===== src/rtl/led_fx_pkg.sv =====
// led_fx_pkg
// Shared definitions for the LED fade engine:
//   - mode encodings driven on the `mode` input
//   - FSM state encodings
//   - calc_len(): ramp length L = max(1, max_idx >> shift)
package led_fx_pkg;

    typedef enum logic [1:0] {
        MODE_FADE_OUT = 2'd0,
        MODE_FADE_IN  = 2'd1,
        MODE_PULSE    = 2'd2,
        MODE_HOLD     = 2'd3
    } mode_e;

    typedef enum logic [1:0] {
        ST_IDLE = 2'd0,
        ST_DOWN = 2'd1,
        ST_UP   = 2'd2
    } state_e;

    // A zero-length ramp is promoted to one level so the divider never sees 0.
    function automatic logic [31:0] calc_len(input logic [31:0] idx, input int shift);
        logic [31:0] shifted;
        shifted = idx >> shift;
        if (shifted == 32'd0) begin
            return 32'd1;
        end else begin
            return shifted;
        end
    endfunction

endpackage


===== src/rtl/led_channel_scaler.sv =====
// led_channel_scaler
// Combinational scaling of one colour channel: scaled = floor(color * level / len).
// Ports:
//   color  [CH_W-1:0]   latched channel intensity
//   level  [IDX_W-1:0]  current ramp level k (k <= len)
//   len    [IDX_W-1:0]  ramp length L
//   scaled [CH_W-1:0]   scaled intensity
module led_channel_scaler #(
    parameter int CH_W  = 8,
    parameter int IDX_W = 10
) (
    input  logic [CH_W-1:0]  color,
    input  logic [IDX_W-1:0] level,
    input  logic [IDX_W-1:0] len,
    output logic [CH_W-1:0]  scaled
);

    localparam int PROD_W = CH_W + IDX_W;

    logic [PROD_W-1:0] product_s;
    logic [PROD_W-1:0] divisor_s;

    // Multiply then divide; a zero length (only possible straight out of reset)
    // is forced to one so the quotient stays defined. Since level <= len the
    // quotient always fits in CH_W bits.
    always_comb begin
        product_s = {{IDX_W{1'b0}}, color} * {{CH_W{1'b0}}, level};
        if (len == {IDX_W{1'b0}}) begin
            divisor_s = {{(PROD_W-1){1'b0}}, 1'b1};
        end else begin
            divisor_s = {{CH_W{1'b0}}, len};
        end
        scaled = CH_W'(product_s / divisor_s);
    end

endmodule


===== src/rtl/led_fade_engine.sv =====
// led_fade_engine
// Multi-channel linear LED fader. A trigger pulse latches colour, length and
// mode; the engine then walks a level counter k through the ramp, holding each
// level PRESCALE cycles, and drives cor_out = floor(C_ch * k / L) per channel.
// Ports:
//   clock    rising-edge system clock
//   reset    synchronous active-high reset
//   trigger  one-cycle start pulse (latches mode, cor_in, max_idx)
//   mode     0 fade-out, 1 fade-in, 2 pulse, 3 hold
//   cor_in   packed target colour, channel 0 in the MSBs
//   max_idx  duration source, L = max(1, max_idx >> LEN_SHIFT)
//   cor_out  registered current colour
//   busy     high while a ramp is running
//   done     one-cycle pulse at ramp (or hold load) completion
module led_fade_engine
    import led_fx_pkg::*;
#(
    parameter int CHANNELS  = 3,
    parameter int CH_W      = 8,
    parameter int IDX_W     = 10,
    parameter int LEN_SHIFT = 1,
    parameter int PRESCALE  = 1
) (
    input  logic                     clock,
    input  logic                     reset,
    input  logic                     trigger,
    input  logic [1:0]               mode,
    input  logic [CHANNELS*CH_W-1:0] cor_in,
    input  logic [IDX_W-1:0]         max_idx,
    output logic [CHANNELS*CH_W-1:0] cor_out,
    output logic                     busy,
    output logic                     done
);

    localparam int DATA_W = CHANNELS * CH_W;
    localparam int PRE_W  = (PRESCALE > 1) ? $clog2(PRESCALE) : 1;
    localparam logic [PRE_W-1:0] PRE_LAST = PRE_W'(PRESCALE - 1);

    state_e             state_r, state_nx_s;
    mode_e              mode_r, mode_nx_s, mode_in_s;
    logic [DATA_W-1:0]  color_r, color_nx_s;
    logic [IDX_W-1:0]   len_r, len_nx_s, len_calc_s;
    logic [IDX_W-1:0]   level_r, level_nx_s, step_level_s;
    logic [PRE_W-1:0]   pre_r, pre_nx_s;
    logic [DATA_W-1:0]  cor_r, cor_nx_s, scaled_s;
    logic               busy_r, busy_nx_s;
    logic               done_r, done_nx_s;
    logic               step_s;

    assign mode_in_s  = mode_e'(mode);
    assign len_calc_s = IDX_W'(calc_len(32'(max_idx), LEN_SHIFT));
    // A level step happens on the last prescale cycle of a running ramp.
    assign step_s       = (state_r != ST_IDLE) && (pre_r == PRE_LAST);
    assign step_level_s = (state_r == ST_DOWN) ? (level_r - IDX_W'(1)) : (level_r + IDX_W'(1));

    // Per-channel scaling of the latched colour at the level about to be shown.
    for (genvar g = 0; g < CHANNELS; g++) begin : g_scaler
        led_channel_scaler #(
            .CH_W  (CH_W),
            .IDX_W (IDX_W)
        ) u_scaler (
            .color  (color_r[CH_W*(CHANNELS-g)-1 -: CH_W]),
            .level  (step_level_s),
            .len    (len_r),
            .scaled (scaled_s[CH_W*(CHANNELS-g)-1 -: CH_W])
        );
    end

    // FSM state register.
    always_ff @(posedge clock) begin
        if (reset) begin
            state_r <= ST_IDLE;
        end else begin
            state_r <= state_nx_s;
        end
    end

    // FSM next-state logic; a trigger always restarts, abandoning any ramp.
    always_comb begin
        state_nx_s = state_r;
        if (trigger) begin
            case (mode_in_s)
                MODE_FADE_OUT: state_nx_s = ST_DOWN;
                MODE_PULSE:    state_nx_s = ST_DOWN;
                MODE_FADE_IN:  state_nx_s = ST_UP;
                MODE_HOLD:     state_nx_s = ST_IDLE;
                default:       state_nx_s = ST_IDLE;
            endcase
        end else if (step_s) begin
            case (state_r)
                ST_DOWN: begin
                    if (step_level_s == {IDX_W{1'b0}}) begin
                        state_nx_s = (mode_r == MODE_PULSE) ? ST_UP : ST_IDLE;
                    end else begin
                        state_nx_s = ST_DOWN;
                    end
                end
                ST_UP: begin
                    if (step_level_s == len_r) begin
                        state_nx_s = ST_IDLE;
                    end else begin
                        state_nx_s = ST_UP;
                    end
                end
                default: state_nx_s = ST_IDLE;
            endcase
        end else begin
            state_nx_s = state_r;
        end
    end

    // Output/datapath next values: latches on trigger, level and prescaler
    // advance while running; busy/done follow the state being entered.
    always_comb begin
        mode_nx_s  = mode_r;
        color_nx_s = color_r;
        len_nx_s   = len_r;
        level_nx_s = level_r;
        pre_nx_s   = pre_r;
        cor_nx_s   = cor_r;
        busy_nx_s  = busy_r;
        done_nx_s  = 1'b0;
        if (trigger) begin
            mode_nx_s  = mode_in_s;
            color_nx_s = cor_in;
            len_nx_s   = len_calc_s;
            pre_nx_s   = {PRE_W{1'b0}};
            if (mode_in_s == MODE_FADE_IN) begin
                level_nx_s = {IDX_W{1'b0}};
                cor_nx_s   = {DATA_W{1'b0}};
            end else begin
                level_nx_s = len_calc_s;
                cor_nx_s   = cor_in;
            end
            busy_nx_s = (mode_in_s != MODE_HOLD);
            done_nx_s = (mode_in_s == MODE_HOLD);
        end else if (step_s) begin
            pre_nx_s   = {PRE_W{1'b0}};
            level_nx_s = step_level_s;
            cor_nx_s   = scaled_s;
            busy_nx_s  = (state_nx_s != ST_IDLE);
            done_nx_s  = (state_nx_s == ST_IDLE);
        end else if (state_r != ST_IDLE) begin
            pre_nx_s = pre_r + PRE_W'(1);
        end else begin
            pre_nx_s = pre_r;
        end
    end

    // Datapath and output registers.
    always_ff @(posedge clock) begin
        if (reset) begin
            mode_r  <= MODE_FADE_OUT;
            color_r <= {DATA_W{1'b0}};
            len_r   <= {IDX_W{1'b0}};
            level_r <= {IDX_W{1'b0}};
            pre_r   <= {PRE_W{1'b0}};
            cor_r   <= {DATA_W{1'b0}};
            busy_r  <= 1'b0;
            done_r  <= 1'b0;
        end else begin
            mode_r  <= mode_nx_s;
            color_r <= color_nx_s;
            len_r   <= len_nx_s;
            level_r <= level_nx_s;
            pre_r   <= pre_nx_s;
            cor_r   <= cor_nx_s;
            busy_r  <= busy_nx_s;
            done_r  <= done_nx_s;
        end
    end

    assign cor_out = cor_r;
    assign busy    = busy_r;
    assign done    = done_r;

endmodule


===== config.mk =====
export PLATFORM = sky130hd
export DESIGN_NAME = led_fade_engine
export DESIGN_NICKNAME = d
export VERILOG_FILES = /design/src/rtl/led_fx_pkg.sv /design/src/rtl/led_channel_scaler.sv /design/src/rtl/led_fade_engine.sv
export SDC_FILE = /design/constraint.sdc
export NUM_CORES = 2
export LEC_CHECK = 0
export CAP_MARGIN = 10
export CORE_MARGIN = 2
export CORE_UTILIZATION = 41
export DETAILED_ROUTE_END_ITERATION = 7
export GPL_ROUTABILITY_DRIVEN = 1
export MAX_ROUTING_LAYER = met4
export PLACE_DENSITY = 0.58
export SYNTH_ARGS = -nofsm -noshare
export SYNTH_HDL_FRONTEND = slang
export SYNTH_SLANG_ARGS = --single-unit

===== constraint.sdc =====
create_clock -name clock -period 111.1 [get_ports clock]
set_input_delay 22.22 -clock clock [delete_from_list [all_inputs] [get_ports clock]]
set_output_delay 22.22 -clock clock [all_outputs]
set_load 0.05 [all_outputs]

==> impl_metrics.json <==
{
  "core_um2": 77500,
  "start_util_pct": 41.5,
  "cts.path.max_buffers": 2,
  "ctsResizeCount": 0,
  "yosysWarnings": 0,
  "cts_sinks": 74,
  "critPathKind": "flip-flop to flip-flop",
  "synth_ff_type": "dfxtp_1",
  "cts_max_level": 3,
  "die_area_um2": 80600,
  "end_kind": "flip-flop",
  "grt_first_pass_wirelength_um": 153000,
  "synth_area_leaders": "ha_1 (20%), fa_1 (9.0%), nor2_1 (5.2%), o21a_1 (4.8%), dfxtp_1 (4.6%)",
  "cap_violations": 0,
  "path_delay_family": "compound AO/OA/AOI/OAI gates",
  "grt_pass1_vias": 29500,
  "grt_overflow": 0,
  "ys_seq_elements": 74,
  "synth-edff-count": 0,
  "fmax_ghz": 0.0199,
  "synth.avg_cell_area_um2": 7.43,
  "critPathMaxStageDelay_ns": 0.92,
  "holdBufCountCts": 0,
  "routedWlPerCell_um": 17.4,
  "synth_area_um2": 32100,
  "final_common_cell": "ha_1",
  "drcViolationCount": 0,
  "start_kind": "flip-flop",
  "synth_top_area_share_pct": 19.5,
  "grt_max_degree": 67,
  "synth-async-reset-ratio_pct": 0,
  "fin_tns_setup_ns": 0,
  "critPathMaxFanout": 25,
  "path_clk_slew_ns": 0.08,
  "worst-path-buf-inv": 8,
  "cp.required_ns": 111.36,
  "cp_slowest_cell": "or4_1",
  "wl_um": 92400,
  "yosysTopAreaCell": "ha_1",
  "hpwl_um": 72900,
  "drt-initial-drc-count": 1633,
  "outcome": "finished clean",
  "final_antenna_net_count": 0,
  "pin_count": 65,
  "hp-class": "flip-flop to flip-flop",
  "slew_headroom_pct": 35.2,
  "rsz0062_at_grt": "no",
  "area_growth_pct": 6.02,
  "report.final.slew_viol_count": 0,
  "vias": 30800,
  "antenna_found_initial": 2,
  "gp_congestion": 0.896,
  "hold_viol_final": 0,
  "cts-buffers-inserted": 9,
  "nets": 4959,
  "syn-num-nets": 5008,
  "dr.pass1.iters": 6,
  "port_buffers": 63,
  "final_cell_mix": "ha_1 (501), nor2_1 (440), nand2_1 (322)",
  "std_cell_rows": 102,
  "die_h_um": 284,
  "worst_pin_slew_ns": 0.972,
  "syn_inst": 4324,
  "period_needed_ns": 50.14,
  "yosysSeqAreaShare_pct": 4.61,
  "path_common_cell": "o21a_1",
  "post_cts_buffers": 0,
  "grt.total_usage_pct": 23.4,
  "setup_viol": 0,
  "cts_tree": "yes",
  "vias_per_cell": 5.79,
  "insertion_delay_ns": 0.39,
  "drive_above_1_share_pct": 6.45,
  "period_share_pct": 45.1,
  "cp.arrival_ns": 50.41,
  "cts-root-buf": "clkbuf_16",
  "fin_skew_ns": 0.0180,
  "ys_types": 124,
  "die_x_um": 284
}
sequential cells by signal, indices dropped and copies added (netlist names):
signal / cells
done: 1
level_r: 10
mode_r: 2
state_r: 2
color_r: 24
len_r: 9
busy: 1
pre_r: 1
cor_out: 24
logic make-up (layout without fill, tap and decap cells):
kind of cell             Yosys count  count (layout)  share of synthesized area [%]
AO/OA/AOI/OAI                   1197            1197                           25.6
XOR/XNOR                         191             191                           5.21
adder cells (fa/ha/maj)          647             647                           28.5
buffers and inverters            421             377                           5.08
flip-flops                        74              74                           4.61
multiplexers                     175             175                           5.80
other                              0               2                              0
AND/OR/NAND/NOR                 1619            1619                           25.2
per-layer routing:
layer,vias to the layer above,track usage (%),routed length (µm)
met4,0,3.93,1370
li1,15700,-,-
met1,14600,31.0,44500
met5,-,-,0
met2,536,38.3,42100
met3,78,3.15,4370
tightest hold or removal path: cells and delay by family (launching register included):
kind	cells	cell delay, ns
simple gates	2	0.11
flops	1	0.35
synthesized netlist by cell type, drive strengths merged, types with 15 or more instances:
library cell  count
a211oi           46
a21o             90
a21oi           245
a31o             15
a31oi            77
and2            197
and3             23
buf              34
clkbuf          126
dfxtp            74
fa              144
ha              501
inv             261
mux2             83
mux2i            92
nand2           324
nand2b           65
nand3            56
nand4            26
nor2            447
nor2b            57
nor3            239
nor4             28
o211ai           29
o21a            207
o21ai           190
o21bai           15
o22ai            24
o31ai            77
or2              46
or3              39
xnor2           123
xor2             68
final timing paths:
check | startpoint | endpoint | slack [ns] | cells past startpoint
min reg2reg | pre_r | pre_r | 0.49 | 2
max | state_r[1] | cor_out[0] | 60.96 | 199
min | pre_r | pre_r | 0.49 | 2
max reg2reg | state_r[1] | cor_out[0] | 60.96 | 199
through the flow:
step           hold WS [ns]  util (%)  worst slack (ns)  std cells  instance area (µm²)
3_5_place_dp          0.479      43.6             61.45       5304                33800
4_1_cts               0.491      44.0             61.24       5320                34100
5_1_grt               0.526      44.0             56.80       5322                34100
6_report              0.487      44.0             60.96       5322                34100
2_1_floorplan         0.423         -             67.42       4324                32100
3_3_place_gp          0.473      43.6             61.69       5304                33800
layout make-up:
class	instances	area (µm²)
clock inverter	7	83.8
inverter	261	980
multi-input combinational	3829	29100
antenna	2	5.00
tap	1040	1300
timing repair buffer	100	903
fill	8039	43400
sequential	74	1480
clock buffer	9	225
Power is not shown: default switching activity piles up to over one toggle a cycle in this logic, so the estimate is an artifact.
